**src/rtl/life_pkg.sv**
```systemverilog
// Shared types and constants for the Conway life board.
// The rule masks are indexed by the live-neighbour count n (0..8).
package life_pkg;

    typedef enum logic [1:0] {
        IDLE   = 2'd0,
        SWEEP  = 2'd1,
        COMMIT = 2'd2
    } life_state_t;

    localparam logic [8:0] BIRTH_MASK   = 9'b000001000;
    localparam logic [8:0] SURVIVE_MASK = 9'b000001100;
    localparam int         GEN_W        = 16;

    function automatic logic [3:0] count3(input logic [2:0] v);
        return {3'b000, v[0]} + {3'b000, v[1]} + {3'b000, v[2]};
    endfunction

endpackage

```
**src/rtl/life_row_next.sv**
```systemverilog
// Combinational next-generation rule for one row.
// The caller supplies the rows above and below, already wrapped or zeroed.
module life_row_next
    import life_pkg::*;
#(
    parameter int COLS = 8,
    parameter int WRAP = 1
) (
    input  logic [COLS-1:0] above,
    input  logic [COLS-1:0] current,
    input  logic [COLS-1:0] below,
    output logic [COLS-1:0] next_row
);

    for (genvar c = 0; c < COLS; c++) begin : g_col
        localparam int CL = (c == 0) ? COLS - 1 : c - 1;
        localparam int CR = (c == COLS - 1) ? 0 : c + 1;
        // Without wrap, the off-grid column contributes no neighbours.
        localparam bit EL = (WRAP == 0) && (c == 0);
        localparam bit ER = (WRAP == 0) && (c == COLS - 1);

        logic [2:0] lft, mid, rgt;
        logic [3:0] n;

        assign lft = EL ? 3'b000 : {above[CL], current[CL], below[CL]};
        assign mid = {above[c], 1'b0, below[c]};
        assign rgt = ER ? 3'b000 : {above[CR], current[CR], below[CR]};
        assign n   = count3(lft) + count3(mid) + count3(rgt);

        assign next_row[c] = BIRTH_MASK[n] | (current[c] & SURVIVE_MASK[n]);
    end

endmodule

```
**src/rtl/life_board.sv**
```systemverilog
// ROWS x COLS life board: row loads, row-sequential sweep into a next buffer,
// then a single-edge commit of the whole grid.
module life_board
    import life_pkg::*;
#(
    parameter int COLS = 8,
    parameter int ROWS = 8,
    parameter int WRAP = 1
) (
    input  logic                     clk,
    input  logic                     reset_n,
    input  logic                     load_r,
    input  logic [$clog2(ROWS)-1:0]  r_select,
    input  logic [COLS-1:0]          r_val,
    input  logic                     step,
    output logic                     busy,
    output logic                     done,
    output logic [GEN_W-1:0]         generation,
    output logic [ROWS*COLS-1:0]     cells
);

    localparam int              RW     = $clog2(ROWS);
    localparam logic [RW-1:0]   LAST   = RW'(ROWS - 1);
    localparam logic [RW:0]     ROWS_L = (RW + 1)'(ROWS);

    life_state_t           state;
    logic [RW-1:0]         rc;
    logic [RW-1:0]         rc_up, rc_dn;
    logic [ROWS*COLS-1:0]  nbuf;
    logic [COLS-1:0]       row_above, row_cur, row_below, row_next;
    logic                  row_ok;

    assign busy   = (state != IDLE);
    assign row_ok = ({1'b0, r_select} < ROWS_L);
    assign rc_up  = rc - 1'b1;
    assign rc_dn  = rc + 1'b1;

    // Neighbour rows come from the committed grid, never the next buffer.
    always_comb begin
        row_cur   = cells[rc*COLS +: COLS];
        row_above = '0;
        row_below = '0;
        if (rc == '0) begin
            if (WRAP != 0) row_above = cells[(ROWS-1)*COLS +: COLS];
        end else begin
            row_above = cells[rc_up*COLS +: COLS];
        end
        if (rc == LAST) begin
            if (WRAP != 0) row_below = cells[0 +: COLS];
        end else begin
            row_below = cells[rc_dn*COLS +: COLS];
        end
    end

    life_row_next #(
        .COLS (COLS),
        .WRAP (WRAP)
    ) u_row_next (
        .above    (row_above),
        .current  (row_cur),
        .below    (row_below),
        .next_row (row_next)
    );

    always_ff @(posedge clk or negedge reset_n) begin
        if (!reset_n) begin
            state      <= IDLE;
            rc         <= '0;
            nbuf       <= '0;
            cells      <= '0;
            generation <= '0;
            done       <= 1'b0;
        end else begin
            done <= 1'b0;
            case (state)
                IDLE: begin
                    // A load in the same cycle as step lands before the sweep reads it.
                    if (load_r && row_ok) cells[r_select*COLS +: COLS] <= r_val;
                    if (step) begin
                        state <= SWEEP;
                        rc    <= '0;
                    end
                end
                SWEEP: begin
                    nbuf[rc*COLS +: COLS] <= row_next;
                    if (rc == LAST) state <= COMMIT;
                    else            rc    <= rc_dn;
                end
                COMMIT: begin
                    cells      <= nbuf;
                    generation <= generation + 1'b1;
                    done       <= 1'b1;
                    rc         <= '0;
                    state      <= IDLE;
                end
                default: state <= IDLE;
            endcase
        end
    end

endmodule

```
**config.mk**
```make
export PLATFORM = sky130hd
export DESIGN_NAME = life_board
export DESIGN_NICKNAME = d
export VERILOG_FILES = /design/src/rtl/life_pkg.sv /design/src/rtl/life_row_next.sv /design/src/rtl/life_board.sv
export SDC_FILE = /design/constraint.sdc
export NUM_CORES = 1
export LEC_CHECK = 0
export CAP_MARGIN = 15
export CORE_MARGIN = 3
export CORE_UTILIZATION = 50
export DETAILED_ROUTE_END_ITERATION = 16
export GPL_ROUTABILITY_DRIVEN = 0
export GPL_TIMING_DRIVEN = 0
export PLACE_DENSITY_LB_ADDON = 0.05
export SYNTH_ARGS = -nofsm -noshare
export SYNTH_HDL_FRONTEND = slang
export SYNTH_SLANG_ARGS = --single-unit
```
**constraint.sdc**
```tcl
create_clock -name clk -period 4.8 [get_ports clk]
set_input_delay 0.96 -clock clk [delete_from_list [all_inputs] [get_ports clk]]
set_output_delay 0.96 -clock clk [all_outputs]
set_load 0.005 [all_outputs]
```
# Word-level counts from Yosys, hierarchy flattened
# Memories as Yosys holds them, arrays and structs flattened.
# Cells that the tools add are included.
classes:
  n_bitwise: 16
  add_sub_neg: 45
  n_reduce_logical: 8
  muxes: 29
  shift: 7
  n_lt_le_gt_ge: 8
  n_eq_ne: 7
ops:
  columns: ["operator", "n"]
  rows:
  - ["$shiftx 64x7->8", 3]
  - ["$bwmux 64", 2]
  - ["$pmux 64 s2", 1]
  - ["$shift 8x34->64 const A", 2]
  - ["$shiftx 8x34->64", 2]
  - ["$neg 6->34", 2]
  - ["$add 4x4->4", 16]
  - ["$mux 64", 1]
  - ["$lt 4x5->1 const B", 8]
  - ["$add 1x1->2", 16]
  - ["$add 4x1->4", 8]
  - ["$mux 1", 17]
  - ["$add 16x1->16 const B", 1]
  - ["$mux 8", 2]
  - ["$pmux 3 s3", 1]
  - ["$and 1x1->1", 8]
  - ["$ne 2x2->1 const B", 4]
  - ["$or 1x1->1", 8]
  - ["$mux 3", 2]
  - ["$mux 2", 2]
  - ["$pmux 2 s2", 1]
  - ["$reduce_and 2->1", 2]
  - ["$reduce_bool 2->1", 2]
  - ["$add 3x1->3 const B", 1]
  - ["other kinds (8)", 8]
totals:
  in_bits: 15
  romBits: 256
  memories: 16
  reg_bits: 150
  output_inout_bits: 82
mem_list:
  columns: ["memory", "words", "width", "read_ports", "rd_clocked_by_memory_dff", "write_ports", "line", "rtl"]
  rows:
  - ["(name not given)", 16, 1, 1, 0, 0, "life_row_next.sv:30", "assign next_row[c] = BIRTH_MASK[n] | (current[c] & SURVIVE_MASK[n]);"]
  - ["(name not given)", 16, 1, 1, 0, 0, "life_row_next.sv:30", null]
  - ["(name not given)", 16, 1, 1, 0, 0, "life_row_next.sv:30", null]
  - ["(name not given)", 16, 1, 1, 0, 0, "life_row_next.sv:30", null]
  - ["(name not given)", 16, 1, 1, 0, 0, "life_row_next.sv:30", null]
  - ["(name not given)", 16, 1, 1, 0, 0, "life_row_next.sv:30", null]
  - ["+10 memories", null, null, null, null, null, null, null]

# Logic depth before layout (Yosys ltp)
logic_depth:
  depth_word: 13
  depth_mapped: 20
  ltp_nobuf: 16

# By module
# Synthesis repeated with hierarchy kept, for this count alone.
unflattened:
  hier_cells: 908
  area_unflattened_um2: 9489.1
modules_own_cells:
  columns: ["module", "seq_area_each_um2", "instances", "cells_per_inst", "area_per_inst_um2"]
  rows:
  - ["life_board", 3753.6, 1, 777, 8241.7]
  - ["life_row_next", 0.0, 1, 131, 1247.4]

# Worst setup path before layout
# No wires, ideal clock.
synth_path:
  kind: "register to register"
  startpoint: "register rc[0]"
  endpoint: "register nbuf[6]"
  arrival_time_ps: 4917
  setup_ps: 98
  path_slack_ps: -215
  path_stages_with_launch: 20
  synth_period_minus_slack_ps: 5015
  path_cell_list: "dfrtp_1 > buf_4 > buf_6 > buf_2 > inv_1 > ha_1 > clkbuf_1 > clkbuf_1 > a21oi_1 > a221oi_1 > fa_1 > xnor2_1 > ha_1 > a21o_1 > ha_1 > fa_1 > xor2_1 > nor3b_1 > inv_1 > o31ai_1"
synth_between:
  elab_chain_len: 13
  elab_cells_between_ends: 101
synth_rtl:
  columns: ["element", "line", "rtl"]
  rows:
  - ["start: declaration", "life_board.sv:27", "logic [RW-1:0] rc;"]
  - ["start signal: assignment", "life_board.sv:87", "else rc <= rc_dn;"]
  - ["$add 3x1->3", "life_board.sv:36", "assign rc_dn = rc + 1'b1;"]
  - ["$shiftx 64x7->8", "life_board.sv:51", "row_below = cells[rc_dn*COLS +: COLS];"]
  - ["$mux 8", "life_board.sv:48", "if (rc == LAST) begin"]
  - ["$add 1x1->2", "life_pkg.sv:16", "return {3'b000, v[0]} + {3'b000, v[1]} + {3'b000, v[2]};"]
  - ["$add 4x1->4", "life_pkg.sv:16", null]
  - ["$add 4x4->4 (2 in a row)", "life_row_next.sv:28", "assign n = count3(lft) + count3(mid) + count3(rgt);"]
  - ["$mem_v2 16x1", null, null]
  - ["$mux 1 (implied by the code)", "life_row_next.sv:30", null]
  - ["$and 1x1->1", "life_row_next.sv:30", null]
  - ["$or 1x1->1", "life_row_next.sv:30", null]
  - ["$shiftx 8x34->64", "life_board.sv:85", "nbuf[rc*COLS +: COLS] <= row_next;"]
  - ["$bwmux 64 (*)", "life_board.sv:85", null]
  - ["end signal: indexed assignment", "life_board.sv:85", null]
  - ["end: declaration", "life_board.sv:29", "logic [ROWS*COLS-1:0] nbuf;"]
# Mark *: on every way between the ends. The rest lies on a longest branch, timed or not. The select of a mux whose other input is x is not followed.
# A chain may end at the register's enable or synchronous reset.

# Worst setup path after layout
layout_path:
  startpoint: "register rc[0]"
  endpoint: "register nbuf[7]"
# The elaborated chain is that of the path after synthesis.

==> summary.md <==
The flow ran to the end, and the final reports show no timing, DRC or antenna violations. The global-route total usage across every layer was 31.21%; the number of enable-type register cells in the synthesized netlist was 0. For the pin with the worst max-slew slack, the measured transition is 1.172 ns.

In the routed layout, each cell is associated on average with a via count of 6.057. Timing would allow up to 218.3 MHz. The mean post-synth cell area is 9.558 sq um, and the number of cells on the worst reg-to-reg path is 16. Synthesis handed over a netlist of 1050 instances. Summed over all instances, the cell type with the most area after synthesis is sky130_fd_sc_hd__dfrtp_1.

In the post-synthesis netlist, the cell with the most instances is sky130_fd_sc_hd__nand2_1. Worst slack on hold paths: 0.4680 ns. The tools report the sort of element at the start of the critical path as a register.

The routed length per instance works out to 22.98 microns. The share of flip-flops with an asynchronous set or reset was 100.0%. The tools report the buffer cell driving the clock tree root as sky130_fd_sc_hd__clkbuf_16. The run gives 51 as the number of standard-cell rows in the floorplan. Ranked by instance count, the synthesized netlist is headed by sky130_fd_sc_hd__nand2_1, sky130_fd_sc_hd__dfrtp_1, sky130_fd_sc_hd__o21ai_0, sky130_fd_sc_hd__mux2i_1, sky130_fd_sc_hd__ha_1. Measured against its own limit, the worst slew margin works out to 21.85%. Number of levels the H-tree was split into: 4.

The final cycle utilization of the critical path was 95.45%; the CTS buffer count was 17. TritonCTS built the clock tree. Counting along the longest clock path gives a buffer depth of 2. The die height was 147.7 microns; the number of clock sinks was 150. The logs give 5 for the number of detailed-route iterations in the first pass and 0 for the count of hold buffers inserted by post-cts repair. The number of register bits inferred by synthesis was 150; the die area was 21810 sq um.

The worst register-to-register path begins at rc[0]. At the worst endpoint, the arrival time is 4.91 ns. The tools report the initial cell density of the core as 51.23%. 0 antenna diodes ended up in the layout. After synthesis the cells add up to 10040 sq um.

STA classifies the critical path endpoint as a register. Post-synthesis net count: 1156. The tools report the sequential cell area fraction in the yosys report as 37.40%. The clock reaches the later pin of the worst-skew pair after 0.44 ns. For the final hold violation count, the log shows 0. Cell depth of the worst min-delay path: 1. The worst hold path terminates at generation[15]. Yosys attributes the largest share of cell area to sky130_fd_sc_hd__dfrtp_1, sky130_fd_sc_hd__ha_1, sky130_fd_sc_hd__mux2i_1. The final number of setup-violating endpoints was 0; the core area was 19590 sq um. Clock-pin slew was measured on the worst setup and hold paths at 0.08 ns. The worst path in the final design needs a cycle of 4.582 ns, including I/O delays and setup. Count of placed standard cells including taps: 1413. The area growth from synthesis to layout is 23.71%, and the via count is 8850. The fraction of layout cells with a size suffix above 1 was 11.87%; the maximum number of pins on one net before global-route repair was 80. The tools report the total placed instance area as 11400 sq um.

The tools report the startpoint of the lowest-slack hold path as generation[15]. The logs give 12420 sq um for the final standard cell area without fillers and 25910 microns for the total half-perimeter wirelength after legalization and detailed placement. The path class of the lowest-slack min-delay path is reg -> reg.

After synthesis, the netlist uses 61 different library cells. At the worst endpoint, the required time is 5.13 ns. For this run, the post-layout net count is 1289. The first global-routing pass estimated 51440 microns of wire. Wires add up to 33580 microns. Buffers placed on the I/O ports in this run total 96.

Number of antenna-violating nets in the routed design: 0. The DRC violation total after the first TritonRoute iteration came out at 868. Setup repair after global routing left no endpoint under its margin. In this run the critical register-to-register path is captured at nbuf[7]. The top fanout value on the critical path came out at 10.

Across all register-to-register paths, the minimum setup slack is 0.22 ns. For this run the aggregate overflow at the end of global routing stands at 0. The number of slew-limit violations in the final report is 0, and the die boundary width is 147.7 microns.

The tools report the final instance count without filler cells as 1461. Between clock sinks in the finished design, the worst skew comes to 0.01579 ns. The DRC violations left is 0. The tool flagged a number of max-cap violations equal to 0. The Yosys step of the flow raised 0 warnings. The initial antenna violation count is 0. The critical path is of the reg -> reg type.

The via count of the first global-routing pass is 8679. The share of Yosys cell area claimed by the top area cell type was 37.40%. Among all flip-flop cells after synthesis, the most frequent one is sky130_fd_sc_hd__dfrtp_1. Number of top-level pins: 97.
==> logic make-up (layout without fill, tap and decap cells) <==
group / count (synthesis) / after routing / share of synthesized area [%]
AOI/OAI and AO/OA: 245 / 245 / 16.93
xor gates and xnor gates: 34 / 34 / 2.967
adders and majority gates: 91 / 91 / 12.99
buffers and inverters: 94 / 240 / 4.102
DFF: 150 / 150 / 37.40
muxes: 88 / 88 / 8.976
and+or+nand+nor: 348 / 348 / 16.63
==> flip-flops by register name, summed over array words and instances, names as in the netlist <==
| register | count |
|---|---|
| cells | 64 |
| done | 1 |
| rc | 3 |
| state | 2 |
| nbuf | 64 |
| generation | 16 |
==> layout by cell type, fill, tap and decap left out, types with 15 or more instances in the layout <==
cell	Yosys	final
sky130_fd_sc_hd__mux2_2	16	16
sky130_fd_sc_hd__and2_1	20	20
sky130_fd_sc_hd__clkdlybuf4s50_1	0	95
sky130_fd_sc_hd__clkbuf_1	27	15
sky130_fd_sc_hd__dfrtp_1	150	149
sky130_fd_sc_hd__a221o_1	43	43
sky130_fd_sc_hd__inv_1	43	43
sky130_fd_sc_hd__nand2_1	182	182
sky130_fd_sc_hd__xnor2_1	22	21
sky130_fd_sc_hd__nand3_1	22	21
sky130_fd_sc_hd__a22oi_1	16	16
sky130_fd_sc_hd__fa_1	22	21
sky130_fd_sc_hd__ha_1	69	67
sky130_fd_sc_hd__clkbuf_16	0	17
sky130_fd_sc_hd__nor2_1	63	61
sky130_fd_sc_hd__buf_4	4	15
sky130_fd_sc_hd__a21o_1	16	16
sky130_fd_sc_hd__o21ai_0	93	90
sky130_fd_sc_hd__a21oi_1	24	23
sky130_fd_sc_hd__mux2i_1	72	72
==> area by class of cell <==
cell class	count	area [sq um]
buffer	48	284.0
timing repair buffer	116	1220
clock inverter	15	166.4
multi-input combinational	806	6068
sequential	150	3755
tap	265	331.6
inverter	44	165.2
clock buffer	17	425.4
fill	1673	7174
==> layer usage <==
metal	global-route usage (%)	share of wire, %
met1	43.81	42
met3	5.733	8.6
met4	7.875	1.9
met2	50.40	47
met5	0	0
==> critical path, stage by stage, from the launching register on <==
cell and delay (ns):
sky130_fd_sc_hd__dfrtp_2 0.44, sky130_fd_sc_hd__ha_1 0.21, sky130_fd_sc_hd__ha_1 0.44, sky130_fd_sc_hd__nor2b_1 0.39, sky130_fd_sc_hd__clkbuf_2 0.34, sky130_fd_sc_hd__a221oi_1 0.14
sky130_fd_sc_hd__fa_1 0.59, sky130_fd_sc_hd__inv_1 0.11, sky130_fd_sc_hd__ha_1 0.20, sky130_fd_sc_hd__a21o_1 0.16, sky130_fd_sc_hd__ha_1 0.19, sky130_fd_sc_hd__fa_1 0.38
sky130_fd_sc_hd__xor2_1 0.18, sky130_fd_sc_hd__nor3b_4 0.25, sky130_fd_sc_hd__buf_12 0.15, sky130_fd_sc_hd__inv_1 0.06, sky130_fd_sc_hd__o31ai_1 0.26
==> worst max-delay path by stage <==
stage,depth (start not counted),to,start
final,16,nbuf[7],rc[0]
after global routing,17,nbuf[23],rc[0]
after CTS,19,nbuf[33],rc[0]
after detailed placement,19,nbuf[7],rc[0]
after global placement,1,done,reset_n
after floorplan,19,nbuf[7],rc[0]
==> repair_timing <==
item	CTS	global route
setup endpoints to repair	64	62
resized for setup	36	25
buffers inserted	10	8
pin swaps	6	7
==> through the flow <==
| step | TNS (ns) | utilization (%) | setup WS (ns) |
|---|---|---|---|
| after global routing | 0 | 63.38 | 0.06246 |
| after detailed placement | -70.60 | 58.18 | -1.371 |
| after global placement | -591.36 | 58.01 | -3.466 |
| after CTS | 0 | 62.60 | 0.04951 |
| after floorplan | -0.01768 | - | -0.01119 |
| final | 0 | 63.38 | 0.2183 |
Power is left out: the tool's default activity adds up to more than one toggle a clock period on the data nets, which glitch-free logic cannot reach.
